[src/rtl/seq_slice_adder_ctrl_pkg.sv]
// seq_slice_adder_ctrl_pkg: shared FSM states, default widths and the slice-index width helper
package seq_slice_adder_ctrl_pkg;
  typedef enum logic [1:0] {IDLE, RUN, DONE} state_t;
  localparam int DEF_WIDTH = 32;
  localparam int DEF_SLICE_W = 8;
  function automatic int idx_w(input int n);
    return (n <= 2) ? 1 : $clog2(n);
  endfunction
endpackage

[src/rtl/seq_slice_adder_ctrl_if.sv]
// seq_slice_adder_ctrl_if: operand/result handshake bundle (in_valid/in_ready/a/b/cin/sub, out_valid/out_ready/sum/cout/ovf, busy)
interface seq_slice_adder_ctrl_if
  import seq_slice_adder_ctrl_pkg::*;
#(parameter int WIDTH = DEF_WIDTH);
  logic in_valid, in_ready, cin, sub;
  logic [WIDTH-1:0] a, b, sum;
  logic out_valid, out_ready, cout, ovf, busy;
  modport master(output in_valid, a, b, cin, sub, out_ready, input in_ready, out_valid, sum, cout, ovf, busy);
  modport slave(input in_valid, a, b, cin, sub, out_ready, output in_ready, out_valid, sum, cout, ovf, busy);
endinterface

[src/rtl/seq_slice_adder_ctrl_slice.sv]
// slice_ripple_adder: W-bit ripple adder (x, y, ci -> s, co) from and_gate/and_3 cells
module and_gate (
  input  logic a,
  input  logic b,
  output logic y
);
  assign y = a & b;
endmodule

module and_3 (
  input  logic a,
  input  logic b,
  input  logic c,
  output logic y
);
  assign y = a & b & c;
endmodule

module slice_ripple_adder #(parameter int W = 8) (
  input  logic [W-1:0] x,
  input  logic [W-1:0] y,
  input  logic         ci,
  output logic [W-1:0] s,
  output logic         co
);
  logic [W:0] c;
  assign c[0] = ci;
  assign co = c[W];
  for (genvar i = 0; i < W; i++) begin : g_fa
    logic xy, xc, yc, all;
    and_gate u_xy (.a(x[i]), .b(y[i]), .y(xy));
    and_gate u_xc (.a(x[i]), .b(c[i]), .y(xc));
    and_gate u_yc (.a(y[i]), .b(c[i]), .y(yc));
    and_3    u_all (.a(x[i]), .b(y[i]), .c(c[i]), .y(all));
    assign c[i+1] = xy | xc | yc;
    // odd parity: at least one input set and no carry (exactly one), or all three set
    assign s[i] = ((x[i] | y[i] | c[i]) & ~c[i+1]) | all;
  end
endmodule

[src/rtl/seq_slice_adder_ctrl.sv]
// seq_slice_adder_ctrl: sequences one SLICE_W-bit adder over a WIDTH-bit add/sub (clk, rst, bus slave)
module seq_slice_adder_ctrl
  import seq_slice_adder_ctrl_pkg::*;
#(
  parameter int WIDTH = DEF_WIDTH,
  parameter int SLICE_W = DEF_SLICE_W
) (
  input logic clk,
  input logic rst,
  seq_slice_adder_ctrl_if.slave bus
);
  localparam int NUM_SLICES = WIDTH / SLICE_W;
  localparam int IW = idx_w(NUM_SLICES);
  if (WIDTH % SLICE_W != 0) begin : g_bad_width
    $error("WIDTH must be a multiple of SLICE_W");
  end
  state_t state, state_nx;
  logic [IW-1:0] idx;
  logic carry, cout_r, ovf_r, last, accept, s_co;
  logic [WIDTH-1:0] a_r, b_r, sum_r;
  logic [SLICE_W-1:0] s_x, s_y, s_s;
  assign s_x = a_r[idx*SLICE_W +: SLICE_W];
  assign s_y = b_r[idx*SLICE_W +: SLICE_W];
  assign last = idx == IW'(NUM_SLICES - 1);
  assign accept = bus.in_valid & bus.in_ready;
  assign bus.sum = sum_r;
  assign bus.cout = cout_r;
  assign bus.ovf = ovf_r;
  slice_ripple_adder #(.W(SLICE_W)) u_slice (.x(s_x), .y(s_y), .ci(carry), .s(s_s), .co(s_co));
  always_ff @(posedge clk) state <= rst ? IDLE : state_nx;
  always_comb begin
    state_nx = state;
    bus.in_ready = 1'b0;
    bus.out_valid = 1'b0;
    bus.busy = 1'b0;
    state_nx = (state == IDLE && accept) ? RUN :
               (state == RUN && last) ? DONE :
               (state == DONE && bus.out_ready) ? IDLE : state;
    bus.in_ready = state == IDLE && !rst;
    bus.out_valid = state == DONE;
    bus.busy = state != IDLE;
  end
  always_ff @(posedge clk) begin
    if (rst) begin
      idx <= '0;
      carry <= 1'b0;
      sum_r <= '0;
      cout_r <= 1'b0;
      ovf_r <= 1'b0;
    end else if (accept) begin
      a_r <= bus.a;
      b_r <= bus.sub ? ~bus.b : bus.b;
      carry <= bus.sub | bus.cin;
      idx <= '0;
      sum_r <= '0;
      cout_r <= 1'b0;
      ovf_r <= 1'b0;
    end else if (state == RUN) begin
      sum_r[idx*SLICE_W +: SLICE_W] <= s_s;
      carry <= s_co;
      idx <= last ? idx : idx + 1'b1;
      if (last) begin
        cout_r <= s_co;
        ovf_r <= (a_r[WIDTH-1] == b_r[WIDTH-1]) && (s_s[SLICE_W-1] != a_r[WIDTH-1]);
      end
    end
  end
endmodule

[src/flat_wrapper.sv]
// flat-port wrapper written by rule: the top's interface ports become plain ports
module seq_slice_adder_ctrl_flat import seq_slice_adder_ctrl_pkg::*;
#(
  parameter int WIDTH = DEF_WIDTH,
  parameter int SLICE_W = DEF_SLICE_W
)
  (clk, rst, bus_in_valid, bus_a, bus_b, bus_cin, bus_sub, bus_out_ready, bus_in_ready, bus_out_valid, bus_sum, bus_cout, bus_ovf, bus_busy);
  seq_slice_adder_ctrl_if #(.WIDTH(WIDTH)) bus_i ();
  input logic clk;
  input logic rst;
  input wire logic [$bits(bus_i.in_valid)-1:0] bus_in_valid;
  input wire logic [$bits(bus_i.a)-1:0] bus_a;
  input wire logic [$bits(bus_i.b)-1:0] bus_b;
  input wire logic [$bits(bus_i.cin)-1:0] bus_cin;
  input wire logic [$bits(bus_i.sub)-1:0] bus_sub;
  input wire logic [$bits(bus_i.out_ready)-1:0] bus_out_ready;
  output wire logic [$bits(bus_i.in_ready)-1:0] bus_in_ready;
  output wire logic [$bits(bus_i.out_valid)-1:0] bus_out_valid;
  output wire logic [$bits(bus_i.sum)-1:0] bus_sum;
  output wire logic [$bits(bus_i.cout)-1:0] bus_cout;
  output wire logic [$bits(bus_i.ovf)-1:0] bus_ovf;
  output wire logic [$bits(bus_i.busy)-1:0] bus_busy;
  assign bus_i.in_valid = bus_in_valid;
  assign bus_i.a = bus_a;
  assign bus_i.b = bus_b;
  assign bus_i.cin = bus_cin;
  assign bus_i.sub = bus_sub;
  assign bus_i.out_ready = bus_out_ready;
  assign bus_in_ready = bus_i.in_ready;
  assign bus_out_valid = bus_i.out_valid;
  assign bus_sum = bus_i.sum;
  assign bus_cout = bus_i.cout;
  assign bus_ovf = bus_i.ovf;
  assign bus_busy = bus_i.busy;
  seq_slice_adder_ctrl #(.WIDTH(WIDTH), .SLICE_W(SLICE_W)) u_core (.clk(clk), .rst(rst), .bus(bus_i));
endmodule
[config.mk]
export PLATFORM = sky130hd
export DESIGN_NAME = seq_slice_adder_ctrl_flat
export DESIGN_NICKNAME = d
export VERILOG_FILES = /design/src/rtl/seq_slice_adder_ctrl_pkg.sv /design/src/rtl/seq_slice_adder_ctrl_if.sv /design/src/rtl/seq_slice_adder_ctrl_slice.sv /design/src/rtl/seq_slice_adder_ctrl.sv /design/src/flat_wrapper.sv
export SDC_FILE = /design/constraint.sdc
export NUM_CORES = 1
export LEC_CHECK = 0
export BUFFER_PORTS_ARGS = -buffer_cell sky130_fd_sc_hd__buf_2
export CAP_MARGIN = 20
export CORE_ASPECT_RATIO = 1.1
export CORE_UTILIZATION = 48
export CTS_CLUSTER_SIZE = 28
export DETAILED_ROUTE_END_ITERATION = 6
export PLACE_DENSITY = 0.85
export SKIP_CTS_REPAIR_TIMING = 1
export SLEW_MARGIN = 20
export SYNTH_ARGS = -nofsm -noshare
export SYNTH_HDL_FRONTEND = slang
export SYNTH_SLANG_ARGS = --single-unit
[constraint.sdc]
create_clock -name clk -period 4.95 [get_ports clk]
set_input_delay 0.2475 -clock clk [delete_from_list [all_inputs] [get_ports clk]]
set_output_delay 0.2475 -clock clk [all_outputs]
set_load 0.1 [all_outputs]
After elaboration in Yosys (flattened, before gate mapping):

Index checks and enable logic that the tools add are counted.

* register bits after elaboration: 103
* logic and storage cells: 136
* bits of input ports: 70

* bitwise logic cells: 93
* add/subtract/negate cells: 2
* equal/unequal tests: 5
* shift operators: 4
* reductions and logical operators: 16
* multiplexer cells: 7

Operators with widths (number)
* 32-bit by 6-bit indexed part select with 8-bit output: 2
* 1-bit AND: 41
* 1-bit OR: 41
* 5-bit negator with 34-bit output: 1
* 8-bit by 34-bit variable shift with 32-bit output (first input constant): 1
* 8-bit by 34-bit indexed part select with 32-bit output: 1
* 32-bit bitwise mux: 1
* 32-bit 2-to-1 mux: 1
* 32-bit NOT: 1
* 1-bit NOT: 10
* 2-bit AND reduction: 3
* 2-bit nonzero test: 3
* 1-bit logical AND: 5
* 2-bit == test (second input constant): 2
* 2-bit 2-to-1 mux: 2
* 2-bit OR reduction: 2
* 1-bit 2-to-1 mux: 3
* 3-bit nonzero test: 1
* 2-bit by 1-bit adder with 2-bit output (second input constant): 1
* 2-bit by 1-bit == test with 1-bit output (second input constant): 1
* 2-bit logical NOT: 1
* 1-bit == test: 1
* 1-bit logical NOT: 1
* 1-bit != test: 1

Longest topological paths before layout:

Gate-level depths: netlist of run 1.

* depth after elaboration: 30
* mapped depth: 17

Modules after synthesis:

A second synthesis of run 1 with hierarchy kept.

* cells, all modules: 355
* area, all modules: 4644.5 um^2

Modules (own cells, without submodules)
* seq_slice_adder_ctrl: cells each 292, area an instance 4246.6 um^2, times used 1
* slice_ripple_adder: cells each 31, area an instance 197.7 um^2, times used 1
* and_gate: cells each 1, area an instance 6.3 um^2, times used 24
* and_3: cells each 1, area an instance 6.3 um^2, times used 8

Worst setup path before layout of run 1:

No wires, ideal clock.

* kind: register to register
* from: reg u_core.state[0]
* to: reg u_core.a_r[0], enable pin
* cell stages (with the launch flop): 4
* arrival: 4.348 ns
* clock period less this slack: 4.775 ns
* setup slack: 0.175 ns
* required time: 4.522 ns
* buffers on the path: 1
* path through: dfxtp_1 -> buf_6 -> nor3_1 -> and2_1

* word-level cells in the longest chain between the ends: 4

RTL lines
* from (decl): RTL line seq_slice_adder_ctrl.sv:17 `state_t state, state_nx;`
* from (signal assigned): RTL line seq_slice_adder_ctrl.sv:30 `always_ff @(posedge clk) state <= rst ? IDLE : state_nx;`
* 2-bit logical NOT: RTL line seq_slice_adder_ctrl.sv:39 `bus.in_ready = state == IDLE && !rst;`
* 1-bit logical AND: RTL line seq_slice_adder_ctrl.sv:39
* via bus_in_ready: RTL line flat_wrapper.sv:17 `output wire logic [$bits(bus_i.in_ready)-1:0] bus_in_ready;`
* 1-bit AND: RTL line seq_slice_adder_ctrl.sv:25 `assign accept = bus.in_valid & bus.in_ready;`
* 2-bit AND reduction (no line)
* to (signal assigned): RTL line seq_slice_adder_ctrl.sv:51 `a_r <= bus.a;`
* to (decl): RTL line seq_slice_adder_ctrl.sv:20 `logic [WIDTH-1:0] a_r, b_r, sum_r;`

The timed path passes the listed nets, and every way through them passes these cells.
A chain may end at the register's enable or synchronous reset.

Final worst setup path of run 1:

* from: reg u_core.idx[1]
* to: reg u_core.ovf_r, in the netlist u_core.bus.ovf

* word-level cells in the longest chain between the ends: 30
* elaborated cells between the ends (all ways): 52
* those cells by class: eq/ne (2); shift (2); bitwise (46); reduce/logical (2)

RTL lines
* from (decl): RTL line seq_slice_adder_ctrl.sv:18 `logic [IW-1:0] idx;`
* from (signal assigned): RTL line seq_slice_adder_ctrl.sv:61 `idx <= last ? idx : idx + 1'b1;`
* 32-bit by 6-bit indexed part select with 8-bit output (on tied branches): RTL line seq_slice_adder_ctrl.sv:22, seq_slice_adder_ctrl.sv:23
* 1-bit AND: RTL line seq_slice_adder_ctrl_slice.sv:7 `assign y = a & b;`
* 1-bit OR (2 in series): RTL line seq_slice_adder_ctrl_slice.sv:35 `assign c[i+1] = xy | xc | yc;`
* 1-bit AND: RTL line seq_slice_adder_ctrl_slice.sv:7
* 1-bit OR (2 in series): RTL line seq_slice_adder_ctrl_slice.sv:35
* 1-bit AND: RTL line seq_slice_adder_ctrl_slice.sv:7
* 1-bit OR (2 in series): RTL line seq_slice_adder_ctrl_slice.sv:35
* 1-bit AND: RTL line seq_slice_adder_ctrl_slice.sv:7
* [... 9 more ...]
* 1-bit OR (2 in series): RTL line seq_slice_adder_ctrl_slice.sv:35
* 1-bit AND: RTL line seq_slice_adder_ctrl_slice.sv:7
* 1-bit OR (2 in series): RTL line seq_slice_adder_ctrl_slice.sv:35
* 1-bit NOT: RTL line seq_slice_adder_ctrl_slice.sv:37 `assign s[i] = ((x[i] | y[i] | c[i]) & ~c[i+1]) | all;`
* 1-bit AND: RTL line seq_slice_adder_ctrl_slice.sv:37
* 1-bit OR: RTL line seq_slice_adder_ctrl_slice.sv:37
* 1-bit != test: RTL line seq_slice_adder_ctrl.sv:64 `ovf_r <= (a_r[WIDTH-1] == b_r[WIDTH-1]) && (s_s[SLICE_W-1] != a_r[WIDTH-1]);`
* 1-bit logical AND: RTL line seq_slice_adder_ctrl.sv:64
* to (signal assigned): RTL line seq_slice_adder_ctrl.sv:64
* to (decl): RTL line seq_slice_adder_ctrl.sv:19 `logic carry, cout_r, ovf_r, last, accept, s_co;`

Parallel ways exist; a longest one is shown, timed or not.

==> out/metrics.yaml, run 1 <==
p_comb_share_pct: 15.0
start_util_pct: 50.51
critPathMaxFanout: 10
dieArea_um2: 9874
finalCritPeriodShare_pct: 92.48
cp-end-kind: "flop"
ant_nets: 0
cts_made_buffers: 9
place_area_um2: 5150
power_switching_mw: 0.4735
maxSlewHeadroom_pct: 42.69
dr.pass1.iters: 4
async_reset_ff_share_pct: 0
p_sw_share_pct: 26.91
p_int_mw: 1.286
met1_length_um: 3636
powerDensity_nw_per_um2: 329.2
synth_edf_count: 64
setup_ws_ns: 0.3724
clk_latency_ns: 0.38
clock_path_buffers: 2
area_growth_pct: 17.43
r2r-start: "u_core.idx[1]$_SDFFE_PP0P_"
root_buffer: "clkbuf_8"
status: "complete, no violations"
ir_worst_vdd_uv: 204.3
dp_hpwl_um: 6564
diodes: 0
path_clk_slew_ns: 0.10
rsz0062_at_grt: "false"
post-synth-top-count-cell: "edfxtp_1"
grt-ovfl-total: 0
drt_iter0_drc: 171
critPathLaunch: "u_core.idx[1]$_SDFFE_PP0P_"
yosys-top-cells-count: "edfxtp_1, dfxtp_1, a21oi_1"
grt_antenna_before_repair: 0
worst_pin_slew_ns: 0.8596
syn-instance-count: 341
start_kind: "flop"
total_power_mw: 1.759
design_area_um2: 5344
final_nets: 527
worstSetupPathType: "reg -> reg"
seqPwrFrac_pct: 55.0
holdWs_ns: 0.03848
post_synth.cell_area_avg_um2: 13.34
hold_viol: 0
first_global_vias: 2906
fmax_mhz: 218.5
worstPathArrival_ns: 4.87
drive_above_1_share_pct: 34.15
cts_tree: "done"
routabilityCongestion: 0.7875
cap_viol_max_count: 0
num_vias: 2895
clockPowerShare_pct: 30.0
synth_seq_cells: 103
die_height_um: 104.1
yosysSeqAreaShare_pct: 59.39
synth_area_um2: 4551
routedWlPerCell_um: 15.50
dp.cells: 547
io_buffers: 106
setup_viol_count_final: 0
hp-class: "in -> reg"
fp-row-count: 36
tns_ns: 0
p_leak_nw: 2.129
grt_pass1_wl_um: 14210
grt_max_degree: 65
fin_crit_ns: 4.578
dr_wl_met3_um: 505
yosys_warnings: 0
drt-total-wl_um: 8710
synth_fp_nets: 424
cts_num_sinks: 103
routed_via_density: 5.151
coreArea_um2: 9009
synth.area.top_cells: "edfxtp_1, dfxtp_1, mux4_2, xor2_1, a21oi_1"
yosysTopAreaCell: "edfxtp_1"
finClkSkew_ns: 0.009228
crit_required_ns: 5.25
routed.top_layer: "met4"
slew_violations: 0
io_pins: 107
drc_errors: 0
ys_types: 37
stdcell_count: 562
num-fill-cells: 736
yosysTopAreaCellShare_pct: 42.23
pre_cts_ws_ns: 0.3557
wl_met2_um: 4409
htreeDepth: 3
die_w_um: 94.84
hold_start: "bus_a[11]"
grt_use_total_pct: 19.22
post-route-util_pct: 59.32
ys.flop_type: "edfxtp_1"
-- sequential cells by signal, indices dropped and copies added (netlist names) --
register,flops
u_core.carry,1
u_core.state,2
u_core.idx,2
u_core.bus.ovf,1
u_core.bus.sum,32
u_core.bus.cout,1
u_core.b_r,32
u_core.a_r,32
-- power groups by stage --
stage               Sequential, mW  Clock (mW)  Combinational [mW]
floorplan                     1.01           0               0.155
global placement             0.986           0               0.259
detailed placement           0.988           0               0.268
CTS                          0.968       0.538               0.268
global route                 0.971       0.573               0.290
finish                       0.968       0.528               0.264
-- path summary, 6_finish.rpt --
kind	slack, ns	depth (start not counted)	endpoint
setup / recovery	0.37	15	u_core.bus.ovf$_SDFFE_PP0P_
hold reg to reg	0.46	2	u_core.bus.sum[19]$_SDFFE_PP0P_
setup reg to reg	0.37	15	u_core.bus.ovf$_SDFFE_PP0P_
hold / removal	0.04	1	u_core.a_r[11]$_DFFE_PP_
-- final cells by class --
cell class / count / area, um^2 / share of cell area, %
Clock inverter: 6 / 70.07 / 1.311
Tap cell: 114 / 142.6 / 2.669
Multi-Input combinational cell: 197 / 1647 / 30.81
Inverter: 20 / 75.07 / 1.405
Clock buffer: 9 / 123.9 / 2.318
Timing Repair Buffer: 113 / 583.1 / 10.91
Sequential cell: 103 / 2703 / 50.57
-- placed cells by master (no fill, tap or decap), types with 5 or more instances in the layout --
cell / instances
nor2_1: 5
fa_1: 8
buf_2: 106
or3_1: 24
clkbuf_8: 9
inv_1: 20
edfxtp_1: 64
a21oi_1: 35
buf_4: 7
ha_1: 5
mux4_2: 16
nand4_1: 8
nand2_1: 33
dfxtp_1: 39
xor2_1: 32
-- logic make-up (layout without fill, tap and decap cells) --
family / Yosys count / after routing / share of synthesized area, %
simple gates: 92 / 92 / 11.85
fa+ha+maj: 13 / 13 / 4.894
buf+inv: 41 / 148 / 4.454
flops: 103 / 103 / 59.39
compound gates: 42 / 42 / 4.922
mux: 17 / 17 / 8.139
xor+xnor: 33 / 33 / 6.351
-- per-layer routing --
metal | GRT usage [%] | vias up
met2 | 31.65 | 101
met1 | 24.03 | 1365
met3 | 4.605 | 14
li1 | - | 1415
met4 | 7.792 | 0
met5 | 0 | -
-- worst max-delay path, stage by stage, from the launching register on --
cell and delay (ns):
dfxtp_1 0.56, mux4_2 0.29, fa_1 0.17, inv_1 0.05, fa_1 0.40, fa_1 0.39
fa_1 0.37, inv_1 0.08, fa_1 0.17, inv_1 0.05, fa_1 0.39, fa_1 0.46
fa_1 0.65, and3_1 0.18, nor2_1 0.04, a311oi_1 0.25
Note: power is estimated with default switching activity, not from simulation.
==> inputs of run 2 (changes only) <==
--- a/config.mk
+++ b/config.mk
@@ -7,11 +7,14 @@
 export LEC_CHECK = 0
 export BUFFER_PORTS_ARGS = -buffer_cell sky130_fd_sc_hd__buf_2
 export CAP_MARGIN = 20
+export CELL_PAD_IN_SITES_DETAIL_PLACEMENT = 1
+export CELL_PAD_IN_SITES_GLOBAL_PLACEMENT = 1
 export CORE_ASPECT_RATIO = 1.1
-export CORE_UTILIZATION = 48
+export CORE_UTILIZATION = 39
 export CTS_CLUSTER_SIZE = 28
 export DETAILED_ROUTE_END_ITERATION = 6
-export PLACE_DENSITY = 0.85
+export GPL_TIMING_DRIVEN = 0
+export PLACE_DENSITY = 0.86
 export SKIP_CTS_REPAIR_TIMING = 1
 export SLEW_MARGIN = 20
 export SYNTH_ARGS = -nofsm -noshare
==> out/metrics.yaml, run 2 (synthesis gave the netlist of run 1 again) <==
ir_worst_vdd_uv: 169.3
htreeDepth: 3
finalCritPeriodShare_pct: 96.68
area_growth_pct: 23.48
drt_iter0_drc: 99
finClkSkew_ns: 0.009215
num-fill-cells: 1228
whs_path_depth: 1
fmax_mhz: 208.9
fp-row-count: 41
p_sw_share_pct: 25.79
cap_viol_max_count: 0
start_kind: "flop"
grt_max_degree: 65
setup_ws_ns: 0.1641
seqPwrFrac_pct: 49.2
die_w_um: 105.0
crit_required_ns: 5.20
grt_use_total_pct: 18.60
num_vias: 3049
tns_ns: 0
layout_common_cells: "buf_2, edfxtp_1, dfxtp_1"
hp-class: "in -> reg"
clk_latency_ns: 0.35
worstPathArrival_ns: 5.04
cts_num_sinks: 103
holdWs_ns: 0.07296
cts_made_buffers: 9
dr.pass1.iters: 4
dp_hpwl_um: 8160
grt-ovfl-total: 0
hold_viol: 0
pre_cts_ws_ns: -0.5947
coreArea_um2: 11440
status: "complete, no violations"
p_int_mw: 1.455
routabilityCongestion: 0.7858
die_height_um: 115.3
io_pins: 107
root_buffer: "clkbuf_16"
clock_path_buffers: 2
dieArea_um2: 12100
rr_worst_depth: 17
fin_crit_ns: 4.786
grt_antenna_before_repair: 0
diodes: 0
worstSetupPathType: "reg -> reg"
slew_violations: 0
start_util_pct: 39.78
powerDensity_nw_per_um2: 349.0
rsz0062_at_grt: "false"
ant_nets: 0
drive_above_1_share_pct: 36.29
drc_errors: 0
io_buffers: 105
final_nets: 541
clockPowerShare_pct: 35.7
setup_viol_count_final: 0
cp-end-kind: "flop"
power_switching_mw: 0.5057
first_global_vias: 3253
drt-total-wl_um: 10670
routed_via_density: 4.974
cts_tree: "done"
routedWlPerCell_um: 17.40
maxSlewHeadroom_pct: 67.08
p_leak_nw: 2.233
worst_pin_slew_ns: 0.4972
p_comb_share_pct: 15.1
grt_pass1_wl_um: 16680
path_clk_slew_ns: 0.07
final_common_cell: "buf_2"
critPathMaxFanout: 10
## run 2: power by group through the flow
stage / registers (mW) / clock network (mW) / logic, mW
final: 0.966 / 0.700 / 0.296
after global routing: 0.968 / 0.748 / 0.319
after CTS: 0.966 / 0.717 / 0.296
after detailed placement: 0.985 / 0 / 0.295
after global placement: 0.983 / 0 / 0.278
after floorplan: 1.01 / 0 / 0.155
## run 2: metrics by stage
stage / instances / utilization (%) / total power [mW] / area [um^2]
floorplan: 341 / - / 1.166 / 4551
global placement: 596 / 46.01 / 1.261 / 5264
detailed placement: 597 / 46.28 / 1.280 / 5294
CTS: 613 / 48.82 / 1.979 / 5585
global route: 613 / 49.12 / 2.035 / 5619
finish: 613 / 49.12 / 1.961 / 5619
## run 2: cell type report
| type | instances | area [um^2] | share of cell area [%] |
|---|---|---|---|
| flip-flops and latches | 103 | 2705 | 48.14 |
| multi-input cells | 197 | 1653 | 29.41 |
| repair buffers | 106 | 553.0 | 9.842 |
| clock buffers | 11 | 232.7 | 4.142 |
| well taps | 150 | 187.7 | 3.340 |
| plain buffers | 21 | 153.9 | 2.739 |
| inverters | 20 | 75.07 | 1.336 |
| clock inverters | 5 | 58.81 | 1.047 |
## run 2: path summary, 6_finish.rpt
path	start	to	slack, ns
worst max-delay path	u_core.idx[0]$_SDFFE_PP0P_	u_core.bus.ovf$_SDFFE_PP0P_	0.16
worst min register to register	u_core.bus.sum[18]$_SDFFE_PP0P_	u_core.bus.sum[18]$_SDFFE_PP0P_	0.45
worst max register to register	u_core.idx[0]$_SDFFE_PP0P_	u_core.bus.ovf$_SDFFE_PP0P_	0.16
worst min-delay path	bus_a[19]	u_core.a_r[19]$_DFFE_PP_	0.07
## run 2: layer usage
metal,up-vias,part of all wire [%],GRT usage (%)
li1,1453,-,-
met1,1492,40,21.03
met2,92,54,34.66
met3,12,4.5,4.649
met4,0,1.3,5.822
met5,-,0,0
## run 2: critical path, stage by stage (launching register included)
cell,delay [ns]
dfxtp_2,0.35
buf_6,0.14
buf_6,0.16
mux4_2,0.37
fa_1,0.19
inv_1,0.05
fa_1,0.40
fa_1,0.39
fa_1,0.36
inv_1,0.09
fa_1,0.17
inv_1,0.05
fa_1,0.40
fa_2,0.41
fa_2,0.64
and3_1,0.19
nor2_1,0.05
a311oi_1,0.26
